[config.mk]
export PLATFORM = sky130hd
export DESIGN_NAME = sram_port_arbiter
export DESIGN_NICKNAME = d
export VERILOG_FILES = /design/src/rtl/tpu_mem_pkg.sv /design/src/rtl/rr_arbiter.sv /design/src/rtl/sram_port_arbiter.sv
export SDC_FILE = /design/constraint.sdc
export NUM_CORES = 1
export LEC_CHECK = 0
export BUFFER_PORTS_ARGS = -buffer_cell sky130_fd_sc_hd__buf_2
export CAP_MARGIN = 20
export CORE_AREA = 2 2 101 103
export CTS_BUF_LIST = sky130_fd_sc_hd__clkbuf_4 sky130_fd_sc_hd__clkbuf_8
export DETAILED_ROUTE_END_ITERATION = 6
export DIE_AREA = 0 0 103 105
export SYNTH_ARGS = -nofsm -noshare
export SYNTH_HDL_FRONTEND = slang
export SYNTH_HIERARCHICAL = 1
export SYNTH_SLANG_ARGS = --single-unit
[constraint.sdc]
create_clock -name clk -period 2.8 [get_ports clk]
set_clock_uncertainty 0.2 [all_clocks]
set_input_delay 0.14 -clock clk [delete_from_list [all_inputs] [get_ports clk]]
set_output_delay 0.14 -clock clk [all_outputs]
set_load 0.02 [all_outputs]
[src/rtl/tpu_mem_pkg.sv]
// Shared constants, requester identities and request type for the TPU data-SRAM path.
package tpu_mem_pkg;

   localparam int SRAM_ADDR_W = 13;
   localparam int SRAM_DATA_W = 32;

   // Requester identities as wired onto the shared SRAM port.
   typedef enum logic [1:0] {
      REQ_HOST = 2'd0,
      REQ_VLSU = 2'd1,
      REQ_SA   = 2'd2
   } req_id_e;

   // One requester's access as seen by the SRAM port.
   typedef struct packed {
      logic                   we;
      logic [SRAM_ADDR_W-1:0] addr;
      logic [SRAM_DATA_W-1:0] wdata;
   } mem_req_t;

   // Width of an index into n requesters (at least one bit).
   function automatic int idx_width(input int n);
      return (n > 1) ? $clog2(n) : 1;
   endfunction

endpackage

[src/rtl/rr_arbiter.sv]
// Combinational round-robin picker: first requester after last_grant, wrapping around.
module rr_arbiter #(
   parameter int NUM_REQ = 3,
   parameter int IDX_W   = 2
) (
   input  logic [NUM_REQ-1:0] req,
   input  logic [IDX_W-1:0]   last_grant,
   output logic [NUM_REQ-1:0] grant,
   output logic [IDX_W-1:0]   grant_idx
);

   logic [IDX_W-1:0] scan_idx;

   // Scan from farthest to nearest so the requester right after last_grant wins.
   always_comb begin
      // NOTE: every output gets a default before the search, so no path can hold a stale value and infer a latch.
      grant     = '0;
      grant_idx = '0;
      scan_idx  = '0;
      for (int k = NUM_REQ; k >= 1; k--) begin
         scan_idx = IDX_W'((32'(last_grant) + 32'(k)) % 32'(NUM_REQ));
         if (req[scan_idx]) begin
            grant           = '0;
            grant[scan_idx] = 1'b1;
            grant_idx       = scan_idx;
         end
      end
   end

endmodule

[src/rtl/sram_port_arbiter.sv]
// Shares one SRAM port among NUM_REQ requesters: round-robin with bounded bursts,
// zero-latency grant, and a read-latency pipeline that routes read data to its issuer.
module sram_port_arbiter
   import tpu_mem_pkg::*;
#(
   parameter int NUM_REQ      = 3,
   parameter int ADDR_W       = SRAM_ADDR_W,
   parameter int DATA_W       = SRAM_DATA_W,
   parameter int READ_LATENCY = 1,
   parameter int MAX_BURST    = 4
) (
   input  logic                      clk,
   input  logic                      rst,
   input  logic [NUM_REQ-1:0]        req_valid,
   output logic [NUM_REQ-1:0]        req_ready,
   input  logic [NUM_REQ-1:0]        req_we,
   input  logic [NUM_REQ*ADDR_W-1:0] req_addr,
   input  logic [NUM_REQ*DATA_W-1:0] req_wdata,
   output logic [NUM_REQ-1:0]        rsp_valid,
   output logic [DATA_W-1:0]         rsp_rdata,
   output logic                      sram_en,
   output logic                      sram_we,
   output logic [ADDR_W-1:0]         sram_addr,
   output logic [DATA_W-1:0]         sram_din,
   input  logic [DATA_W-1:0]         sram_dout
);

   localparam int               IDX_W     = idx_width(NUM_REQ);
   localparam int               CNT_W     = $clog2(MAX_BURST + 1);
   localparam logic [CNT_W-1:0] BURST_MAX = CNT_W'(MAX_BURST);
   localparam logic [IDX_W-1:0] LAST_IDX  = IDX_W'(NUM_REQ - 1);

   // Arbitration state
   logic [IDX_W-1:0] last_grant_q, last_grant_d;
   logic [CNT_W-1:0] burst_cnt_q,  burst_cnt_d;
   logic             sticky_q,     sticky_d;

   // Read pipeline: stage 0 is loaded at acceptance, the last stage lines up with sram_dout
   logic [READ_LATENCY-1:0]            rd_vld_q, rd_vld_d;
   logic [READ_LATENCY-1:0][IDX_W-1:0] rd_id_q,  rd_id_d;

   // Grant path
   logic [NUM_REQ-1:0] rr_grant;
   logic [IDX_W-1:0]   rr_idx;
   logic [NUM_REQ-1:0] last_oh;
   logic               others_valid;
   logic               keep_last;
   logic               gnt_valid;
   logic [IDX_W-1:0]   gnt_idx;
   logic [NUM_REQ-1:0] gnt_oh;
   logic               gnt_read;

   rr_arbiter #(
      .NUM_REQ (NUM_REQ),
      .IDX_W   (IDX_W)
   ) u_rr_arbiter (
      .req        (req_valid),
      .last_grant (last_grant_q),
      .grant      (rr_grant),
      .grant_idx  (rr_idx)
   );

   // Keep the current owner while its burst allowance lasts or nobody else is asking; otherwise rotate.
   always_comb begin
      last_oh               = '0;
      last_oh[last_grant_q] = 1'b1;
      others_valid          = |(req_valid & ~last_oh);
      keep_last             = req_valid[last_grant_q] &&
                              ((sticky_q && (burst_cnt_q < BURST_MAX)) || !others_valid);
      gnt_valid = 1'b0;
      gnt_idx   = '0;
      gnt_oh    = '0;
      if (!rst) begin
         if (keep_last) begin
            gnt_valid = 1'b1;
            gnt_idx   = last_grant_q;
            gnt_oh    = last_oh;
         end else begin
            gnt_valid = |rr_grant;
            gnt_idx   = rr_idx;
            gnt_oh    = rr_grant;
         end
      end
      gnt_read = gnt_valid && !req_we[gnt_idx];
   end

   // Drive the SRAM port straight from the granted requester; idle port is all zeros.
   always_comb begin
      req_ready = gnt_oh;
      sram_en   = gnt_valid;
      sram_we   = 1'b0;
      sram_addr = '0;
      sram_din  = '0;
      if (gnt_valid) begin
         sram_we   = req_we[gnt_idx];
         sram_addr = req_addr[gnt_idx*ADDR_W +: ADDR_W];
         sram_din  = req_wdata[gnt_idx*DATA_W +: DATA_W];
      end
   end

   // Burst bookkeeping: a grant is always a transfer, since only a valid requester is ever granted.
   always_comb begin
      last_grant_d = last_grant_q;
      burst_cnt_d  = burst_cnt_q;
      sticky_d     = 1'b0;
      if (gnt_valid) begin
         sticky_d = 1'b1;
         if (gnt_idx == last_grant_q) begin
            if (burst_cnt_q < BURST_MAX) begin
               burst_cnt_d = burst_cnt_q + CNT_W'(1);
            end
         end else begin
            last_grant_d = gnt_idx;
            burst_cnt_d  = CNT_W'(1);
         end
      end else begin
         burst_cnt_d = '0;
      end
   end

   // Shift accepted reads down the latency pipeline, one stage per cycle.
   always_comb begin
      rd_vld_d    = '0;
      rd_id_d     = '0;
      rd_vld_d[0] = gnt_read;
      rd_id_d[0]  = gnt_idx;
      for (int i = 1; i < READ_LATENCY; i++) begin
         rd_vld_d[i] = rd_vld_q[i-1];
         rd_id_d[i]  = rd_id_q[i-1];
      end
   end

   // Return read data to its issuer when the pipeline output lines up with sram_dout.
   always_comb begin
      rsp_valid = '0;
      rsp_rdata = '0;
      if (!rst && rd_vld_q[READ_LATENCY-1]) begin
         rsp_valid[rd_id_q[READ_LATENCY-1]] = 1'b1;
         rsp_rdata                          = sram_dout;
      end
   end

   // Arbitration state and read-pipeline valid bits; reset drops any in-flight reads.
   always_ff @(posedge clk) begin
      // NOTE: non-blocking assignments make every flop sample pre-edge values, independent of statement order.
      if (rst) begin
         last_grant_q <= LAST_IDX;
         burst_cnt_q  <= '0;
         sticky_q     <= 1'b0;
         rd_vld_q     <= '0;
      end else begin
         last_grant_q <= last_grant_d;
         burst_cnt_q  <= burst_cnt_d;
         sticky_q     <= sticky_d;
         rd_vld_q     <= rd_vld_d;
      end
   end

   // Issuer ids travelling alongside the read-pipeline valid bits.
   always_ff @(posedge clk) begin
      // NOTE: left unreset on purpose -- an id is only looked at when its valid bit is set, and those bits are reset.
      rd_id_q <= rd_id_d;
   end

endmodule

==> results of run 1 <==
==> sequential cells by signal, summed over array words and instances, names as in the netlist <==
register	count
burst_cnt_q	3
rd_id_q	2
last_grant_q	2
sticky_q	1
rd_vld_q	1
==> logic make-up (layout without fill, tap and decap cells) <==
group,after synthesis,after routing
xor gates and xnor gates,1,1
muxes,51,51
DFF,9,9
buffers and inverters,32,328
AOI/OAI and AO/OA,88,88
and+or+nand+nor,75,75
adders and majority gates,6,6
==> per-stage QoR <==
step	hold WS [ns]	worst slack (ns)	setup TNS [ns]	instance area (sq um)	power [uW]
2_1_floorplan	0.1539	-0.005010	-0.2004	2384	2796
3_3_place_gp	0.2758	-0.07710	-2.746	3949	3925
3_5_place_dp	0.2687	-0.1270	-3.061	3949	3966
4_1_cts	0.02321	-0.2396	-9.951	4821	5345
5_1_grt	0.03619	-0.3840	-16.01	5314	6384
6_report	0.02635	-0.2690	-11.03	5314	6088
==> power breakdown <==
part	internal, uW	leakage, uW	switching [uW]	total, uW
logic	2920	0.00254	2780	5700
registers	185	0.0000748	38.2	223
clock network	109	0.0000262	56.8	166
total	3210	0.00265	2880	6090
==> critical path, cell delays in order, from the launching register on <==
cell and delay (ns):
sky130_fd_sc_hd__dfxtp_2 0.35, sky130_fd_sc_hd__inv_2 0.06, sky130_fd_sc_hd__buf_6 0.11, sky130_fd_sc_hd__ha_4 0.15, sky130_fd_sc_hd__and3b_2 0.28, sky130_fd_sc_hd__nor4_4 0.06, sky130_fd_sc_hd__nor3_2 0.27, sky130_fd_sc_hd__a21oi_2 0.11
sky130_fd_sc_hd__o22ai_4 0.25, sky130_fd_sc_hd__buf_12 0.20, sky130_fd_sc_hd__buf_4 0.13, sky130_fd_sc_hd__mux2i_1 0.28, sky130_fd_sc_hd__o2bb2ai_2 0.10, sky130_fd_sc_hd__buf_6 0.14
==> Yosys cell counts (2+ instances only) <==
library cell | instances | share of area
sky130_fd_sc_hd__a21oi_1 | 11 | 0.024
sky130_fd_sc_hd__a22oi_1 | 2 | 0.0066
sky130_fd_sc_hd__a31oi_1 | 2 | 0.0055
sky130_fd_sc_hd__and2_1 | 32 | 0.089
sky130_fd_sc_hd__buf_2 | 2 | 0.0044
sky130_fd_sc_hd__buf_4 | 4 | 0.013
sky130_fd_sc_hd__buf_6 | 11 | 0.055
sky130_fd_sc_hd__clkbuf_1 | 5 | 0.0083
sky130_fd_sc_hd__dfxtp_1 | 9 | 0.080
sky130_fd_sc_hd__ha_1 | 5 | 0.028
sky130_fd_sc_hd__inv_1 | 10 | 0.017
sky130_fd_sc_hd__mux2i_1 | 50 | 0.22
sky130_fd_sc_hd__nand2_1 | 6 | 0.010
sky130_fd_sc_hd__nand2b_1 | 4 | 0.011
sky130_fd_sc_hd__nand3b_1 | 2 | 0.0066
sky130_fd_sc_hd__nor2_1 | 16 | 0.027
sky130_fd_sc_hd__nor2b_1 | 2 | 0.0055
sky130_fd_sc_hd__nor3_1 | 5 | 0.011
sky130_fd_sc_hd__nor3b_1 | 2 | 0.0066
sky130_fd_sc_hd__o211a_1 | 2 | 0.0089
sky130_fd_sc_hd__o211ai_1 | 2 | 0.0066
sky130_fd_sc_hd__o21ai_0 | 7 | 0.016
sky130_fd_sc_hd__o21bai_1 | 2 | 0.0066
sky130_fd_sc_hd__o2bb2ai_1 | 24 | 0.093
sky130_fd_sc_hd__o2bb2ai_2 | 22 | 0.15
==> worst max-delay path by stage <==
stage / from / end / slack (ns) / cells after the start
2_1_floorplan: last_grant_q[0]$_SDFFE_PP0P_ / sram_addr[0] / -0.005 / 11
3_3_place_gp: last_grant_q[0]$_SDFFE_PP0P_ / sram_din[2] / -0.08 / 12
3_5_place_dp: last_grant_q[0]$_SDFFE_PP0P_ / sram_din[7] / -0.13 / 11
4_1_cts: last_grant_q[0]$_SDFFE_PP0P_ / sram_addr[4] / -0.24 / 12
5_1_grt: last_grant_q[0]$_SDFFE_PP0P_ / sram_din[24] / -0.38 / 12
6_report: last_grant_q[0]$_SDFFE_PP0P_ / sram_din[24] / -0.27 / 13
==> routing by layer <==
metal / track usage / vias up / wire, um
li1: - / 1592 / -
met1: 0.2052 / 1515 / 4147
met2: 0.3497 / 142 / 6224
met3: 0.02676 / 20 / 641
met4: 0.05451 / 0 / 249
met5: 0 / - / 0
==> final cells by class <==
class | instances | area (sq um)
multi-input combinational | 221 | 2555
timing repair buffer | 314 | 2321
sequential | 9 | 185.2
fill | 835 | 4325
tap | 133 | 166.4
clock buffer | 4 | 48.80
inverter | 10 | 37.54
==> repair_timing <==
item / in CTS / in global routing
endpoints found under the setup margin: 48 / 51
buffers inserted: 13 / 5
gates resized for setup: 151 / 46
cloned: 5 / 6
pin swaps: 6 / 12
==> flow_results.xml, run 1 <==
<?xml version="1.0" encoding="UTF-8"?>
<metrics>
  <group name="synthesis">
    <metric name="synth.net_count" unit="">442</metric>
    <metric name="ys.warnings.count" unit="">6</metric>
    <metric name="mux_share_of_post_synthesis_cell_area" unit="">0.2278</metric>
    <metric name="ys_types" unit="">48</metric>
    <metric name="syn-mean-instance-area" unit="sq um">8.615</metric>
    <metric name="ffs_w_async_s_r_synth" unit="">0</metric>
    <metric name="post_synth_and_or_nand_nor_area_fraction" unit="">0.1846</metric>
    <metric name="synth_enable_flop_cells" unit="">0</metric>
    <metric name="main_combinational_cell_family_by_area_after_synthesis" unit="">compound AO/OA/AOI/OAI gates</metric>
    <metric name="synth-adder-area-share" unit="">0.03271</metric>
    <metric name="syn_area" unit="sq um">2257</metric>
    <metric name="postSynth.topFlopCell" unit="">sky130_fd_sc_hd__dfxtp_1</metric>
    <metric name="seq_area_frac_synth" unit="">0.07982</metric>
    <metric name="yosys.area_share.xor_xnor" unit="">0.003880</metric>
    <metric name="syn-instance-count" unit="">262</metric>
    <metric name="synth-compound-area-share" unit="">0.3736</metric>
    <metric name="postSynthRegisterBits" unit="">9</metric>
  </group>
  <group name="timing">
    <metric name="slew_violations" unit="">0</metric>
    <metric name="timing.final.setup_violations" unit="">46</metric>
    <metric name="slew-limit-headroom" unit="">0.7384</metric>
    <metric name="final-hold-violation-count" unit="">0</metric>
    <metric name="unrepaired_setup_endpoints_after_global_routing" unit="">yes</metric>
    <metric name="layout_setup_ws" unit="ns">-0.2690</metric>
    <metric name="highest_attainable_clock_frequency" unit="MHz">325.8</metric>
    <metric name="min_period" unit="ns">3.069</metric>
    <metric name="transition_time_at_the_pin_with_the_least_slew_margin" unit="ns">0.3815</metric>
    <metric name="min_period_over_period" unit="">1.096</metric>
  </group>
  <group name="layout">
    <metric name="nets" unit="">739</metric>
    <metric name="num_antenna_cells" unit="">0</metric>
    <metric name="final_cell_mix" unit="">sky130_fd_sc_hd__buf_2, sky130_fd_sc_hd__buf_6, sky130_fd_sc_hd__mux2i_1</metric>
    <metric name="final_util" unit="">0.5513</metric>
    <metric name="layout_commonest_cell" unit="">sky130_fd_sc_hd__buf_2</metric>
    <metric name="fin_cells" unit="">691</metric>
    <metric name="area_growth_syn_to_layout" unit="%">135.4</metric>
    <metric name="layout-drive-gt1-share" unit="">0.7384</metric>
  </group>
  <group name="setup_path">
    <metric name="worst-r2r-setup-slack" unit="ns">0.01</metric>
    <metric name="worstSetupStartpointType" unit="">register</metric>
    <metric name="crit_path_end_kind" unit="">primary output</metric>
    <metric name="worstPathMaxFanout" unit="">17</metric>
    <metric name="timing.setup.critical_path_class" unit="">reg2out</metric>
    <metric name="data_arrival_time_of_the_critical_path" unit="ns">2.73</metric>
    <metric name="r2r_cells" unit="">12</metric>
    <metric name="worst_r2r_startpoint" unit="">last_grant_q[0]$_SDFFE_PP0P_</metric>
    <metric name="critPathRequiredTime" unit="ns">2.46</metric>
    <metric name="rr_endpoint" unit="">burst_cnt_q[1]$_SDFFE_PP0N_</metric>
  </group>
  <group name="place">
    <metric name="port_buffers" unit="">259</metric>
    <metric name="placed_cells_incl_taps" unit="">659</metric>
    <metric name="place_congestion" unit="">0.8956</metric>
    <metric name="post-dp-hpwl" unit="um">8012</metric>
  </group>
  <group name="drt">
    <metric name="finalWirelength" unit="um">11260</metric>
    <metric name="post_drt_via_cell_ratio" unit="">4.731</metric>
    <metric name="wire_per_inst" unit="um">16.30</metric>
    <metric name="drt_drc_violations_left" unit="">0</metric>
    <metric name="drt_pre_antenna_iters" unit="">4</metric>
    <metric name="ant_nets" unit="">0</metric>
    <metric name="first_iter_violations" unit="">99</metric>
    <metric name="route.vias.total" unit="">3269</metric>
  </group>
  <group name="floorplanning">
    <metric name="ios" unit="">260</metric>
    <metric name="floorplan.die_area" unit="sq um">10820</metric>
    <metric name="std_cell_rows" unit="">36</metric>
    <metric name="coreArea" unit="sq um">9639</metric>
    <metric name="start_util" unit="">0.2342</metric>
    <metric name="die_h" unit="um">105</metric>
    <metric name="die-width" unit="um">103</metric>
  </group>
  <group name="cts">
    <metric name="clock_path_buffers" unit="">2</metric>
    <metric name="cts-root-buf" unit="">sky130_fd_sc_hd__clkbuf_8</metric>
    <metric name="cts_tree" unit="">yes</metric>
    <metric name="worstSkewPairLatency" unit="ns">0.24</metric>
    <metric name="numCtsBuffers" unit="">3</metric>
    <metric name="clock-sinks" unit="">9</metric>
    <metric name="path_clk_slew" unit="ns">0.05</metric>
    <metric name="cts_hold_buffers" unit="">0</metric>
    <metric name="cts_max_level" unit="">1</metric>
  </group>
  <group name="pwr">
    <metric name="p_leak" unit="uW">0.002645</metric>
    <metric name="cellPowerDensity" unit="nW/um^2">1146</metric>
    <metric name="worst_ir_drop_vdd" unit="mV">0.6367</metric>
  </group>
  <group name="hold_path">
    <metric name="hold_path_class" unit="">in2reg</metric>
    <metric name="hold_end" unit="">rd_vld_q$_SDFF_PP0_</metric>
    <metric name="hold_start" unit="">req_we[1]</metric>
    <metric name="min_path_cells" unit="">3</metric>
  </group>
  <group name="grt">
    <metric name="groute.usage.overall" unit="">0.1841</metric>
    <metric name="first_global_vias" unit="">3306</metric>
    <metric name="grt_pass1_wl" unit="um">16010</metric>
    <metric name="number_of_antenna_violations_at_the_first_check_in_global_routing" unit="">0</metric>
    <metric name="gr-total-overflow" unit="">0</metric>
    <metric name="grt_max_degree" unit="">33</metric>
  </group>
  <group name="status">
    <metric name="run_status" unit="">complete, but fails checks</metric>
    <metric name="violated_checks" unit="">setup timing</metric>
  </group>
  <group name="flow_run">
    <metric name="max_cap_viol_count" unit="">0</metric>
  </group>
</metrics>
Power figures use the tool's default switching activity.
==> run 2: changes to the inputs <==
--- a/config.mk
+++ b/config.mk
@@ -5,12 +5,12 @@
 export SDC_FILE = /design/constraint.sdc
 export NUM_CORES = 1
 export LEC_CHECK = 0
-export BUFFER_PORTS_ARGS = -buffer_cell sky130_fd_sc_hd__buf_2
 export CAP_MARGIN = 20
-export CORE_AREA = 2 2 101 103
+export CORE_AREA = 2 2 100 102
 export CTS_BUF_LIST = sky130_fd_sc_hd__clkbuf_4 sky130_fd_sc_hd__clkbuf_8
 export DETAILED_ROUTE_END_ITERATION = 6
-export DIE_AREA = 0 0 103 105
+export DIE_AREA = 0 0 102 104
+export DONT_BUFFER_PORTS = 1
 export SYNTH_ARGS = -nofsm -noshare
 export SYNTH_HDL_FRONTEND = slang
 export SYNTH_HIERARCHICAL = 1
==> flow_results.xml, run 2 (synthesized netlist as in run 1, its figures left out) <==
<?xml version="1.0" encoding="UTF-8"?>
<metrics>
  <group name="cts">
    <metric name="cts_tree" unit="">yes</metric>
    <metric name="clock_path_buffers" unit="">2</metric>
    <metric name="clock-sinks" unit="">9</metric>
    <metric name="numCtsBuffers" unit="">3</metric>
    <metric name="worstSkewPairLatency" unit="ns">0.23</metric>
    <metric name="cts-root-buf" unit="">sky130_fd_sc_hd__clkbuf_8</metric>
    <metric name="cts_max_level" unit="">1</metric>
    <metric name="path_clk_slew" unit="ns">0.05</metric>
  </group>
  <group name="drt">
    <metric name="drt_pre_antenna_iters" unit="">4</metric>
    <metric name="post_drt_via_cell_ratio" unit="">5.479</metric>
    <metric name="drt_drc_violations_left" unit="">0</metric>
    <metric name="route.vias.total" unit="">2515</metric>
    <metric name="finalWirelength" unit="um">12140</metric>
    <metric name="ant_nets" unit="">0</metric>
    <metric name="wire_per_inst" unit="um">26.46</metric>
    <metric name="first_iter_violations" unit="">94</metric>
  </group>
  <group name="floorplanning">
    <metric name="floorplan.die_area" unit="sq um">10610</metric>
    <metric name="die_h" unit="um">104</metric>
    <metric name="coreArea" unit="sq um">9549</metric>
    <metric name="ios" unit="">260</metric>
    <metric name="die-width" unit="um">102</metric>
    <metric name="std_cell_rows" unit="">36</metric>
    <metric name="start_util" unit="">0.2364</metric>
  </group>
  <group name="setup_path">
    <metric name="worstPathCellList" unit="">inv_4, ha_4, mux2i_2, nor2_2, o21ai_2, a31oi_4, or3_4, nand4_1, a21oi_4, buf_6, buf_6, buf_16, o2bb2ai_4</metric>
    <metric name="data_arrival_time_of_the_critical_path" unit="ns">2.72</metric>
    <metric name="crit_path_end_kind" unit="">primary output</metric>
    <metric name="cp_slowest_stage_delay" unit="ns">0.41</metric>
    <metric name="worstSetupStartpointType" unit="">register</metric>
    <metric name="critPathRequiredTime" unit="ns">2.46</metric>
    <metric name="cp.depth" unit="">13</metric>
    <metric name="cpLargestDelayFamily" unit="">simple AND/OR/NAND/NOR gates</metric>
    <metric name="crit_buf_inv" unit="">4</metric>
    <metric name="worst-r2r-setup-slack" unit="ns">0.09</metric>
    <metric name="worstPathMaxFanout" unit="">6</metric>
    <metric name="timing.setup.critical_path_class" unit="">reg2out</metric>
    <metric name="critical_path.most_common_cell" unit="">sky130_fd_sc_hd__buf_6</metric>
    <metric name="r2r_cells" unit="">13</metric>
    <metric name="critical_path.slowest_cell" unit="">sky130_fd_sc_hd__or3_4</metric>
  </group>
  <group name="timing">
    <metric name="highest_attainable_clock_frequency" unit="MHz">326.7</metric>
    <metric name="min_period" unit="ns">3.061</metric>
    <metric name="slew_violations" unit="">0</metric>
    <metric name="unrepaired_setup_endpoints_after_global_routing" unit="">yes</metric>
    <metric name="final.hold.worst_slack" unit="ns">0.003930</metric>
    <metric name="final-hold-violation-count" unit="">0</metric>
    <metric name="transition_time_at_the_pin_with_the_least_slew_margin" unit="ns">0.7856</metric>
    <metric name="slew-limit-headroom" unit="">0.4752</metric>
    <metric name="timing.final.setup_violations" unit="">47</metric>
    <metric name="layout_setup_ws" unit="ns">-0.2613</metric>
    <metric name="min_period_over_period" unit="">1.093</metric>
  </group>
  <group name="status">
    <metric name="violated_checks" unit="">setup timing</metric>
    <metric name="run_status" unit="">complete, but fails checks</metric>
  </group>
  <group name="place">
    <metric name="post-place-ws" unit="ns">-0.2294</metric>
    <metric name="dpl_cell_area" unit="sq um">2798</metric>
    <metric name="post-dp-hpwl" unit="um">7470</metric>
    <metric name="place_congestion" unit="">0.8357</metric>
    <metric name="placed_cells_incl_taps" unit="">416</metric>
    <metric name="port_buffers" unit="">0</metric>
  </group>
  <group name="layout">
    <metric name="area_of_all_placed_cells_without_fillers" unit="sq um">4634</metric>
    <metric name="reg.largest.list" unit="">burst_cnt_q: 3 flops, last_grant_q: 2 flops, rd_id_q: 2 flops</metric>
    <metric name="layout.filler_cells" unit="">834</metric>
    <metric name="max_flop_register" unit="">burst_cnt_q</metric>
    <metric name="area_growth_syn_to_layout" unit="%">105.3</metric>
    <metric name="layout-drive-gt1-share" unit="">0.6092</metric>
    <metric name="fin_cells" unit="">459</metric>
    <metric name="layout_commonest_cell" unit="">sky130_fd_sc_hd__o2bb2ai_4</metric>
    <metric name="largest_register_ff_count" unit="">3</metric>
    <metric name="nets" unit="">506</metric>
    <metric name="final_cell_mix" unit="">sky130_fd_sc_hd__o2bb2ai_4, sky130_fd_sc_hd__and2_1, sky130_fd_sc_hd__buf_4</metric>
  </group>
  <group name="hold_path">
    <metric name="min_path_cells" unit="">2</metric>
    <metric name="hold_path_class" unit="">in2reg</metric>
  </group>
  <group name="grt">
    <metric name="number_of_antenna_violations_at_the_first_check_in_global_routing" unit="">1</metric>
    <metric name="grt_max_degree" unit="">33</metric>
    <metric name="groute.usage.overall" unit="">0.2019</metric>
    <metric name="gr-total-overflow" unit="">0</metric>
    <metric name="first_global_vias" unit="">2685</metric>
    <metric name="grt_pass1_wl" unit="um">16350</metric>
  </group>
  <group name="pwr">
    <metric name="cellPowerDensity" unit="nW/um^2">1397</metric>
    <metric name="worst_ir_drop_vdd" unit="mV">0.6846</metric>
    <metric name="p_leak" unit="uW">0.001713</metric>
  </group>
  <group name="flow_run">
    <metric name="max_cap_viol_count" unit="">0</metric>
  </group>
</metrics>
run 2: cell type report:
cell class / count / area, sq um / area share
multi-input combinational: 221 / 3059 / 0.6601
timing repair buffer: 81 / 1127 / 0.2433
sequential: 9 / 187.7 / 0.04050
tap: 133 / 166.4 / 0.03591
clock buffer: 4 / 48.80 / 0.01053
inverter: 10 / 42.54 / 0.009179
antenna: 1 / 2.502 / 0.0005400
run 2: where the power goes:
part / internal, uW / total, uW / switching [uW] / leakage (uW)
Sequential: 186 / 229 / 43.4 / 0.0000752
Clock: 109 / 162 / 53.3 / 0.0000262
Combinational: 3100 / 6080 / 2980 / 0.00161
run 2: timing repair:
action / 4_1_cts / 5_1_grt
setup buffers: 21 / 2
hold endpoints to repair: 9 / 0
resized for setup: 140 / 39
hold buffers: 2 / 0
setup endpoints to repair: 51 / 51
cloned: 8 / 6
pin swaps: 26 / 16
run 2: final timing paths:
kind,from,end
min,req_we[0],rd_vld_q$_SDFF_PP0_
min reg2reg,burst_cnt_q[1]$_SDFFE_PP0N_,burst_cnt_q[1]$_SDFFE_PP0N_
max reg2reg,last_grant_q[0]$_SDFFE_PP0P_,burst_cnt_q[0]$_SDFFE_PP0P_
max,last_grant_q[0]$_SDFFE_PP0P_,sram_addr[6]
run 2: stage by stage:
stage               utilization  power [uW]  setup TNS, ns
global placement         0.2930        3620         -1.428
detailed placement       0.2930        3676         -6.271
finish                   0.4853        6475         -9.991
global route             0.4853        6724         -14.25
CTS                      0.4418        5812         -8.067
floorplan                     -        2796        -0.2004
run 2: routing by layer:
| layer | routed length [um] | track usage | up-vias |
|---|---|---|---|
| met5 | 0 | 0 | - |
| met3 | 849 | 0.04435 | 30 |
| met4 | 317 | 0.05048 | 0 |
| met2 | 6649 | 0.3703 | 148 |
| li1 | - | - | 1130 |
| met1 | 4329 | 0.2324 | 1207 |
